### src/rtl/energy_monitor_pkg.sv
// rtl/energy_monitor_pkg.sv - shared types and helpers for the energy sweep sequencer
package energy_monitor_pkg;

  typedef enum logic [1:0] {
    IDLE,
    SWEEP,
    DRAIN,
    DONE
  } state_e;

  function automatic int total_energy_bits(input int local_bits, input int rows);
    return local_bits + $clog2(rows);
  endfunction

endpackage

### src/rtl/valid_delay_line.sv
// rtl/valid_delay_line.sv - PIPES-deep valid shift register with synchronous clear
module valid_delay_line #(
  parameter int PIPES = 0
) (
  input  logic clk_i,
  input  logic rst_i,
  input  logic clr_i,
  input  logic valid_i,
  output logic valid_o,
  output logic empty_o
);

  if (PIPES == 0) begin : g_pass
    // No storage: the datapath result lines up with the response itself.
    logic unused_pass;
    assign unused_pass = clk_i ^ rst_i ^ clr_i;
    assign valid_o     = valid_i;
    assign empty_o     = 1'b1;
  end else begin : g_pipe
    logic [PIPES-1:0] sr_q, sr_d;

    always_comb begin
      sr_d = '0;
      if (!clr_i) begin
        sr_d[0] = valid_i;
        for (int i = 1; i < PIPES; i++) begin
          sr_d[i] = sr_q[i-1];
        end
      end
    end

    always_ff @(posedge clk_i or posedge rst_i) begin
      if (rst_i) begin
        sr_q <= '0;
      end else begin
        sr_q <= sr_d;
      end
    end

    assign valid_o = sr_q[PIPES-1];
    assign empty_o = ~|sr_q;
  end

endmodule

### src/rtl/energy_sweep_ctrl.sv
// rtl/energy_sweep_ctrl.sv - sequences row fetches into partial_energy_calc and accumulates the total energy
module energy_sweep_ctrl
  import energy_monitor_pkg::*;
#(
  parameter int DATASPIN         = 256,
  parameter int PIPES            = 0,
  parameter int LOCAL_ENERGY_BIT = 16,
  parameter int TOTAL_ENERGY_BIT = total_energy_bits(LOCAL_ENERGY_BIT, DATASPIN),
  parameter int IDXW             = $clog2(DATASPIN)
) (
  input  logic                               clk_i,
  input  logic                               rst_i,
  input  logic                               en_i,
  input  logic                               start_i,
  input  logic [DATASPIN-1:0]                spin_vector_i,
  output logic                               busy_o,
  output logic                               abort_o,
  output logic                               req_valid_o,
  input  logic                               req_ready_i,
  output logic [IDXW-1:0]                    req_addr_o,
  input  logic                               rsp_valid_i,
  output logic                               pe_en_o,
  output logic                               pe_data_valid_o,
  output logic [DATASPIN-1:0]                pe_spin_vector_o,
  output logic                               pe_current_spin_o,
  input  logic signed [LOCAL_ENERGY_BIT-1:0] pe_energy_i,
  output logic signed [TOTAL_ENERGY_BIT-1:0] energy_o,
  output logic                               energy_valid_o,
  input  logic                               energy_ready_i
);

  // Counters carry one extra bit so that the value DATASPIN is representable.
  localparam logic [IDXW:0] NROWS    = (IDXW + 1)'(DATASPIN);
  localparam logic [IDXW:0] LAST_ROW = (IDXW + 1)'(DATASPIN - 1);
  localparam logic [IDXW:0] IDX_ONE  = (IDXW + 1)'(1);

  state_e                               state_q, state_d;
  logic [DATASPIN-1:0]                  spin_q, spin_d;
  logic [IDXW:0]                        req_idx_q, req_idx_d;
  logic [IDXW:0]                        rsp_idx_q, rsp_idx_d;
  logic signed [TOTAL_ENERGY_BIT-1:0]   acc_q, acc_d;

  logic req_fire;
  logic rsp_fire;
  logic abort;
  logic dl_valid;
  logic dl_empty;

  always_comb begin
    req_valid_o = (state_q == SWEEP) && (req_idx_q < NROWS);
    req_fire    = req_valid_o && req_ready_i;
    rsp_fire    = (state_q == SWEEP) && rsp_valid_i;
    abort       = ((state_q == SWEEP) || (state_q == DRAIN)) && !en_i;
  end

  valid_delay_line #(
    .PIPES(PIPES)
  ) u_valid_delay_line (
    .clk_i  (clk_i),
    .rst_i  (rst_i),
    .clr_i  (abort),
    .valid_i(rsp_fire),
    .valid_o(dl_valid),
    .empty_o(dl_empty)
  );

  always_comb begin
    state_d   = state_q;
    spin_d    = spin_q;
    req_idx_d = req_idx_q;
    rsp_idx_d = rsp_idx_q;
    acc_d     = acc_q;

    if (dl_valid && !abort) begin
      acc_d = acc_q + {{(TOTAL_ENERGY_BIT - LOCAL_ENERGY_BIT){pe_energy_i[LOCAL_ENERGY_BIT-1]}},
                       pe_energy_i};
    end

    case (state_q)
      IDLE: begin
        if (start_i && en_i) begin
          spin_d    = spin_vector_i;
          req_idx_d = '0;
          rsp_idx_d = '0;
          acc_d     = '0;
          state_d   = SWEEP;
        end
      end
      SWEEP: begin
        if (abort) begin
          state_d = IDLE;
        end else begin
          if (req_fire) begin
            req_idx_d = req_idx_q + IDX_ONE;
          end
          if (rsp_fire) begin
            rsp_idx_d = rsp_idx_q + IDX_ONE;
            if (rsp_idx_q == LAST_ROW) begin
              state_d = DRAIN;
            end
          end
        end
      end
      DRAIN: begin
        if (abort) begin
          state_d = IDLE;
        end else if (dl_empty) begin
          state_d = DONE;
        end
      end
      DONE: begin
        if (energy_ready_i) begin
          state_d = IDLE;
        end
      end
      default: state_d = IDLE;
    endcase
  end

  always_ff @(posedge clk_i or posedge rst_i) begin
    if (rst_i) begin
      state_q   <= IDLE;
      spin_q    <= '0;
      req_idx_q <= '0;
      rsp_idx_q <= '0;
      acc_q     <= '0;
    end else begin
      state_q   <= state_d;
      spin_q    <= spin_d;
      req_idx_q <= req_idx_d;
      rsp_idx_q <= rsp_idx_d;
      acc_q     <= acc_d;
    end
  end

  assign busy_o            = (state_q != IDLE);
  assign abort_o           = abort;
  assign req_addr_o        = req_idx_q[IDXW-1:0];
  assign pe_en_o           = en_i;
  assign pe_data_valid_o   = rsp_fire;
  assign pe_spin_vector_o  = spin_q;
  assign pe_current_spin_o = spin_q[rsp_idx_q[IDXW-1:0]];
  assign energy_o          = acc_q;
  assign energy_valid_o    = (state_q == DONE);

endmodule
### config.mk
export PLATFORM = sky130hd
export DESIGN_NAME = energy_sweep_ctrl
export DESIGN_NICKNAME = d
export VERILOG_FILES = /design/src/rtl/energy_monitor_pkg.sv /design/src/rtl/valid_delay_line.sv /design/src/rtl/energy_sweep_ctrl.sv
export SDC_FILE = /design/constraint.sdc
export NUM_CORES = 1
export LEC_CHECK = 0
export CAP_MARGIN = 25
export CORE_ASPECT_RATIO = 0.7
export CORE_MARGIN = 1
export CORE_UTILIZATION = 30
export CTS_CLUSTER_SIZE = 40
export DETAILED_ROUTE_END_ITERATION = 10
export PLACE_DENSITY = 0.62
export SYNTH_ARGS = -nofsm -noshare
export SYNTH_HDL_FRONTEND = slang
export SYNTH_SLANG_ARGS = --single-unit
### constraint.sdc
create_clock -name clk_i -period 10.5 [get_ports clk_i]
set_input_delay 2.1 -clock clk_i [delete_from_list [all_inputs] [get_ports clk_i]]
set_output_delay 2.1 -clock clk_i [all_outputs]
set_load 0.1 [all_outputs]
==> summary.md, run 1 <==
| Metric | Value |
|---|---|
| Status | finished clean |
| Root buf cell | clkbuf_16 |
| Routed WL per cell | 19.8 um |
| RSZ-0062 raised after global routing | false |
| GPL Wtd Cong | 0.860 |
| Max Cap Viol | 0 |
| Slew of the pin with the lowest slew margin | between 1 and 1.5 ns |
| Largest net degree at the start of global routing | 187 |
| Total number of vias | roughly 14000 |
| CP Max Fanout | 35 |
| I/O Pins | 574 |
| Pins Over Slew Limit | 0 |
| TritonCTS Buffers | 34 |
| Slew HR | 23.7% |
| Initial antenna violation count | 1 |
| Initial Util | 30.7% |
| GR Util met1 | 29.3% |
| Antenna viol nets, final | 0 |
| Ys async rst share | 100% |
| Vias in the first global route | 13676 |
| Setup bufs post-CTS | 0 |
| Crit path capture type | output port |
| Htree depth | 2 |
| Non-filler instance count after layout | ~2800 |
| Syn Area/Cell | 9.20 um2 |
| Sequential area share after synthesis | 50.4% |
| Share of layout cells above drive strength 1 | 6.19% |
| IO Port Bufs | 573 |
| Filler cells | approximately 4600 |
| Worst skew pair latency | 0.53 ns |
| Hold Path Class | reg2reg |
| Req. time, crit path | 8.40 ns |
| CTS Buffer Depth | 3 |
| Post-synth EDFFs | 0 |
| Fin area | around 22000 um2 |
| GRT Residual Overflow | 0 |
| Synth cell types | 56 |
| Row count | 67 |
| Layout Utilization | 46.1% |
| Setup TNS | 0 ns |
| Worst-path clk slew | 0.06 ns |
| WS Path Type | reg2out |
| #FFs+latches synth | 300 |
| Mapped Area | 14900 um2 |
| CTS Sinks | 300 |
| Placed cell area | 21200 um2 |
| # resized after CTS | 0 |
| Most used DFF post-synth | dfrtp_1 |
| Area added between synthesis and finish | 50.0% |
| Nets | approximately 2500 |
| Met2 Use GR | 35.6% |
| Global-route usage over all layers | 21.7% |
| CP arrival | 4.98 ns |
| Post-synthesis cell count | 1618 |
| TritonCTS clock tree | built |
| Synthesized net count | 1928 |
| Final setup fails | 0 |
| Post-route clock skew | 0.0219 ns |
| Hpwl dp | 41.0 mm |
| WL final | 55.9 mm |
| Detailed Routing Iterations Pass 1 | 5 |
| Placed insts | 2760 |
| Die ar. | 50500 um2 |
| Core region area | 48500 um2 |
| Final period util | 67.4% |
| Vias per cell | 4.87 |
| First-pass GRT wire length | 83.9 mm |
| Initial detailed-routing violation count | 1028 |
| Yosys warning total | 0 |
| Gr busiest metal | met2 |
| Startpoint types | register |
| DRC viols | 0 |
| Die width | around 270 um |
| Die H | roughly 190 um |
| Grt met3 use | 5.12% |
| Period minus WS final | just over 7 ns |
| Hold-fix buffers, CTS | 0 |
| Final Hold Viols | 0 |
| Peak Freq | 0.141 GHz |
[cell usage after synthesis, types with 7 or more instances]
master / count / area share [%]
a211oi_1: 9 / 0.45
a21o_1: 9 / 0.45
a21oi_1: 42 / 1.4
a22o_1: 10 / 0.59
a22oi_1: 24 / 1.2
and2_1: 7 / 0.29
buf_4: 14 / 0.71
clkbuf_1: 71 / 1.8
dfrtp_1: 300 / 50
ha_1: 30 / 2.5
inv_1: 17 / 0.43
mux4_1: 13 / 2.3
mux4_2: 50 / 7.6
nand2_1: 821 / 21
nand3_1: 8 / 0.27
nand4_1: 7 / 0.29
nor2_1: 28 / 0.71
nor3_1: 7 / 0.24
o21ai_0: 35 / 1.2
xnor2_1: 10 / 0.59
xor2_1: 13 / 0.76
[final cells by class]
class                      count  area, um2  share of cell area (%)
sequential                   300       7510                    33.6
multi-input combinational   1198       6820                    30.5
antenna                        1       2.50                  0.0112
clock buffer                  48        985                    4.41
clock inverter                10        131                   0.588
timing repair buffer         591       5990                    26.8
inverter                      17       71.3                   0.319
tap                          655        820                    3.67
[critical path: stages, from the launching register on]
cell             delay [ns]
dfrtp_4                0.85
buf_4                  0.69
mux4_1                 0.67
a22oi_1                0.17
a21oi_1                0.11
a211oi_1               0.43
a211oi_1               0.12
a211oi_2               0.29
a21oi_1                0.08
clkdlybuf4s50_1        1.02
[path summary, 6_finish.rpt]
kind                       depth (start not counted)                        startpoint  slack (ns)                                end
min in group asynchronous                          2                             rst_i        2.02  pe_spin_vector_o[100]$_DFFE_PP0P_
min                                                2  pe_spin_vector_o[82]$_DFFE_PP0P_        0.50   pe_spin_vector_o[82]$_DFFE_PP0P_
max                                                9          rsp_idx_q[0]$_DFFE_PP0P_        3.42                  pe_current_spin_o
max in group asynchronous                          3                             rst_i        6.86           rsp_idx_q[1]$_DFFE_PP0P_
min reg2reg                                        2  pe_spin_vector_o[82]$_DFFE_PP0P_        0.50   pe_spin_vector_o[82]$_DFFE_PP0P_
max reg2reg                                        9             energy_o[0]$_DFF_PP0_        7.32             energy_o[20]$_DFF_PP0_
[placed cells by master, fill, tap and decap left out, types with 16 or more instances in the layout]
master	n
a21oi_1	42
o21ai_0	35
mux4_2	50
ha_1	30
nor2_1	27
dfrtp_1	298
a22oi_1	24
nand2_1	821
clkbuf_16	35
clkdlybuf4s50_1	571
inv_1	16
[per-stage QoR]
stage | hold WS [ns] | worst slack (ns)
2_1_floorplan | 0.476 | 0.111
3_3_place_gp | 0.479 | 3.80
3_5_place_dp | 0.485 | 3.74
4_1_cts | 0.499 | 3.18
5_1_grt | 0.529 | 3.02
6_report | 0.495 | 3.42
[cells by family after synthesis]
logic type | Yosys count | synth area share, %
buffers and inverters | 120 | 3.92
adder cells (fa/ha/maj) | 31 | 2.66
XOR/XNOR | 23 | 1.35
AND/OR/NAND/NOR | 903 | 23.6
multiplexers | 69 | 10.5
AO/OA/AOI/OAI | 172 | 7.61
flip-flops | 300 | 50.4
[metal layers]
metal / up-vias / routed length, um
met5: - / 0
met4: 0 / 954
met3: 55 / 3830
met2: 479 / 26900
met1: 6760 / 24300
li1: 6427 / -
[registers in the layout, indices dropped and copies added, names as in the netlist]
name and count:
pe_spin_vector_o 256, energy_o 24, rsp_idx_q 9, state_q 2
req_idx_q 9
Power of run 1 is left out: the tool's default activity adds up to more than one toggle a clock period on the data nets, which glitch-free logic cannot reach.
==> inputs of run 2 (changes only) <==
--- a/config.mk
+++ b/config.mk
@@ -11,7 +11,7 @@
 export CORE_UTILIZATION = 30
 export CTS_CLUSTER_SIZE = 40
 export DETAILED_ROUTE_END_ITERATION = 10
-export PLACE_DENSITY = 0.62
+export PLACE_DENSITY = 0.59
 export SYNTH_ARGS = -nofsm -noshare
 export SYNTH_HDL_FRONTEND = slang
 export SYNTH_SLANG_ARGS = --single-unit
==> constraint.sdc (replaced) <==
create_clock -name clk_i -period 7.4 [get_ports clk_i]
set_input_delay 1.48 -clock clk_i [delete_from_list [all_inputs] [get_ports clk_i]]
set_output_delay 1.48 -clock clk_i [all_outputs]
set_load 0.1 [all_outputs]
==> summary.md, run 2 (same netlist as run 1, synthesis figures left out) <==
| Metric | Value |
|---|---|
| Total number of vias | roughly 14000 |
| # resized after CTS | 0 |
| Hold endpoint | pe_spin_vector_o[37]$_DFFE_PP0P_ |
| IO Port Bufs | about 570 |
| Hold path depth | 2 |
| Hold Path Origin | pe_spin_vector_o[37]$_DFFE_PP0P_ |
| Global-route usage over all layers | 22.6% |
| Htree depth | 2 |
| Final period util | 81.3% |
| Max reg flops | 256 |
| Hold-fix buffers, CTS | 0 |
| Area added between synthesis and finish | 50.5% |
| Commonest non-fill, non-tap cell in the layout | nand2_1 |
| Worst skew pair latency | 0.52 ns |
| GRT Residual Overflow | 0 |
| CP Max Fanout | 31 |
| Pins Over Slew Limit | 33 |
| Period minus WS final | around 6.0 ns |
| Detailed Routing Iterations Pass 1 | 5 |
| Hold Path Class | reg2reg |
| WS Path Type | reg2out |
| I/O Pins | 574 |
| Filler cells | 4645 |
| Startpoint types | register |
| First-pass GRT wire length | 86.0 mm |
| Core region area | 48500 um2 |
| Reg2reg end | energy_o[20]$_DFF_PP0_ |
| Post-route clock skew | 0.0109 ns |
| CP arrival | 4.54 ns |
| WL final | 58.4 mm |
| Most frequent cells in the layout | nand2_1, clkdlybuf4s50_1, dfrtp_1, mux4_2, a21oi_1 |
| DRC viols | 0 |
| Root buf cell | clkbuf_16 |
| Slew of the pin with the lowest slew margin | 1.52 ns |
| GPL Wtd Cong | 0.890 |
| TritonCTS Buffers | 35 |
| Worst reg-to-reg setup slack | 4.22 ns |
| Row count | 67 |
| Setup bufs post-CTS | 0 |
| Share of layout cells above drive strength 1 | 6.32% |
| Req. time, crit path | between 5 and 6 ns |
| Hpwl dp | around 43 mm |
| Initial antenna violation count | 8 |
| Final setup fails | 0 |
| Max Cap Viol | 0 |
| Crit path capture type | output port |
| Slew HR | -1.53% |
| Vias per cell | approximately 4.8 |
| CTS Buffer Depth | 3 |
| Vias in the first global route | 13553 |
| Nets | 2453 |
| Worst-path clk slew | 0.06 ns |
| Routed WL per cell | 20.7 um |
| CTS Sinks | 300 |
| Failing checks | max-slew violations |
| Final Hold Viols | 0 |
| Status | complete, but fails checks |
| Die width | 268 um |
| Reg2reg start | energy_o[0]$_DFF_PP0_ |
| Initial Util | a little under a third |
| Peak Freq | 0.166 GHz |
| Setup TNS | 0 ns |
| TritonCTS clock tree | built |
| Die ar. | 50500 um2 |
| Largest net degree at the start of global routing | 234 |
| Antenna viol nets, final | 0 |
| Worst reg-to-reg path cell count | 9 |
| Initial detailed-routing violation count | 988 |
| RSZ-0062 raised after global routing | false |
| Die H | approximately 190 um |
==> run 2: metal layers <==
layer,vias up,wire length [um],global-route usage (%),part of all wire (%)
met4,2,1330,6.48,2.3
met2,417,27200,35.7,47
li1,6414,-,-,-
met3,75,3850,5.51,6.6
met5,-,11,0,0.019
met1,6724,26000,30.6,45
==> run 2: critical path, stage by stage, from the launching register on <==
cell and delay, ns:
dfrtp_4 0.82, buf_4 0.43, mux4_2 0.54, a22oi_1 0.20, nand3_1 0.10, o21ai_0 0.29, a21oi_1 0.21, a211oi_2 0.29
a21oi_1 0.07, clkdlybuf4s50_1 1.00
==> run 2: per-stage QoR <==
stage	cells	instance area [um2]	hold WS (ns)	utilization (%)	setup slack [ns]
after CTS	2821	22400	0.495	46.1	1.25
after global placement	2754	21100	0.475	43.5	1.88
after global routing	2828	22400	0.522	46.2	1.04
after floorplan	1618	14900	0.476	-	1.93
after detailed placement	2759	21200	0.480	43.8	1.84
final	2829	22400	0.491	46.2	1.38
==> run 2: cell type report <==
| type | instances | area [um2] | share of cell area (%) |
|---|---|---|---|
| inverters | 17 | 67.6 | 0.302 |
| multi-input cells | 1198 | 6820 | 30.4 |
| repair buffers | 591 | 6040 | 27.0 |
| flip-flops and latches | 300 | 7510 | 33.5 |
| clock inverters | 12 | 106 | 0.475 |
| diodes | 6 | 15.0 | 0.0670 |
| well taps | 655 | 820 | 3.66 |
| clock buffers | 50 | 1020 | 4.56 |
==> run 2: how the worst max path moves through the flow <==
stage                                   from               endpoint  slack, ns  cells after the start
global route        rsp_idx_q[0]$_DFFE_PP0P_      pe_current_spin_o       1.04                      9
detailed placement  rsp_idx_q[0]$_DFFE_PP0P_      pe_current_spin_o       1.84                      9
floorplan                              rst_i  energy_o[0]$_DFF_PP0_       1.93                      1
CTS                 rsp_idx_q[0]$_DFFE_PP0P_      pe_current_spin_o       1.25                      9
global placement    rsp_idx_q[0]$_DFFE_PP0P_      pe_current_spin_o       1.88                      9
finish              rsp_idx_q[0]$_DFFE_PP0P_      pe_current_spin_o       1.38                      9
Power of run 2 is left out for the same reason.
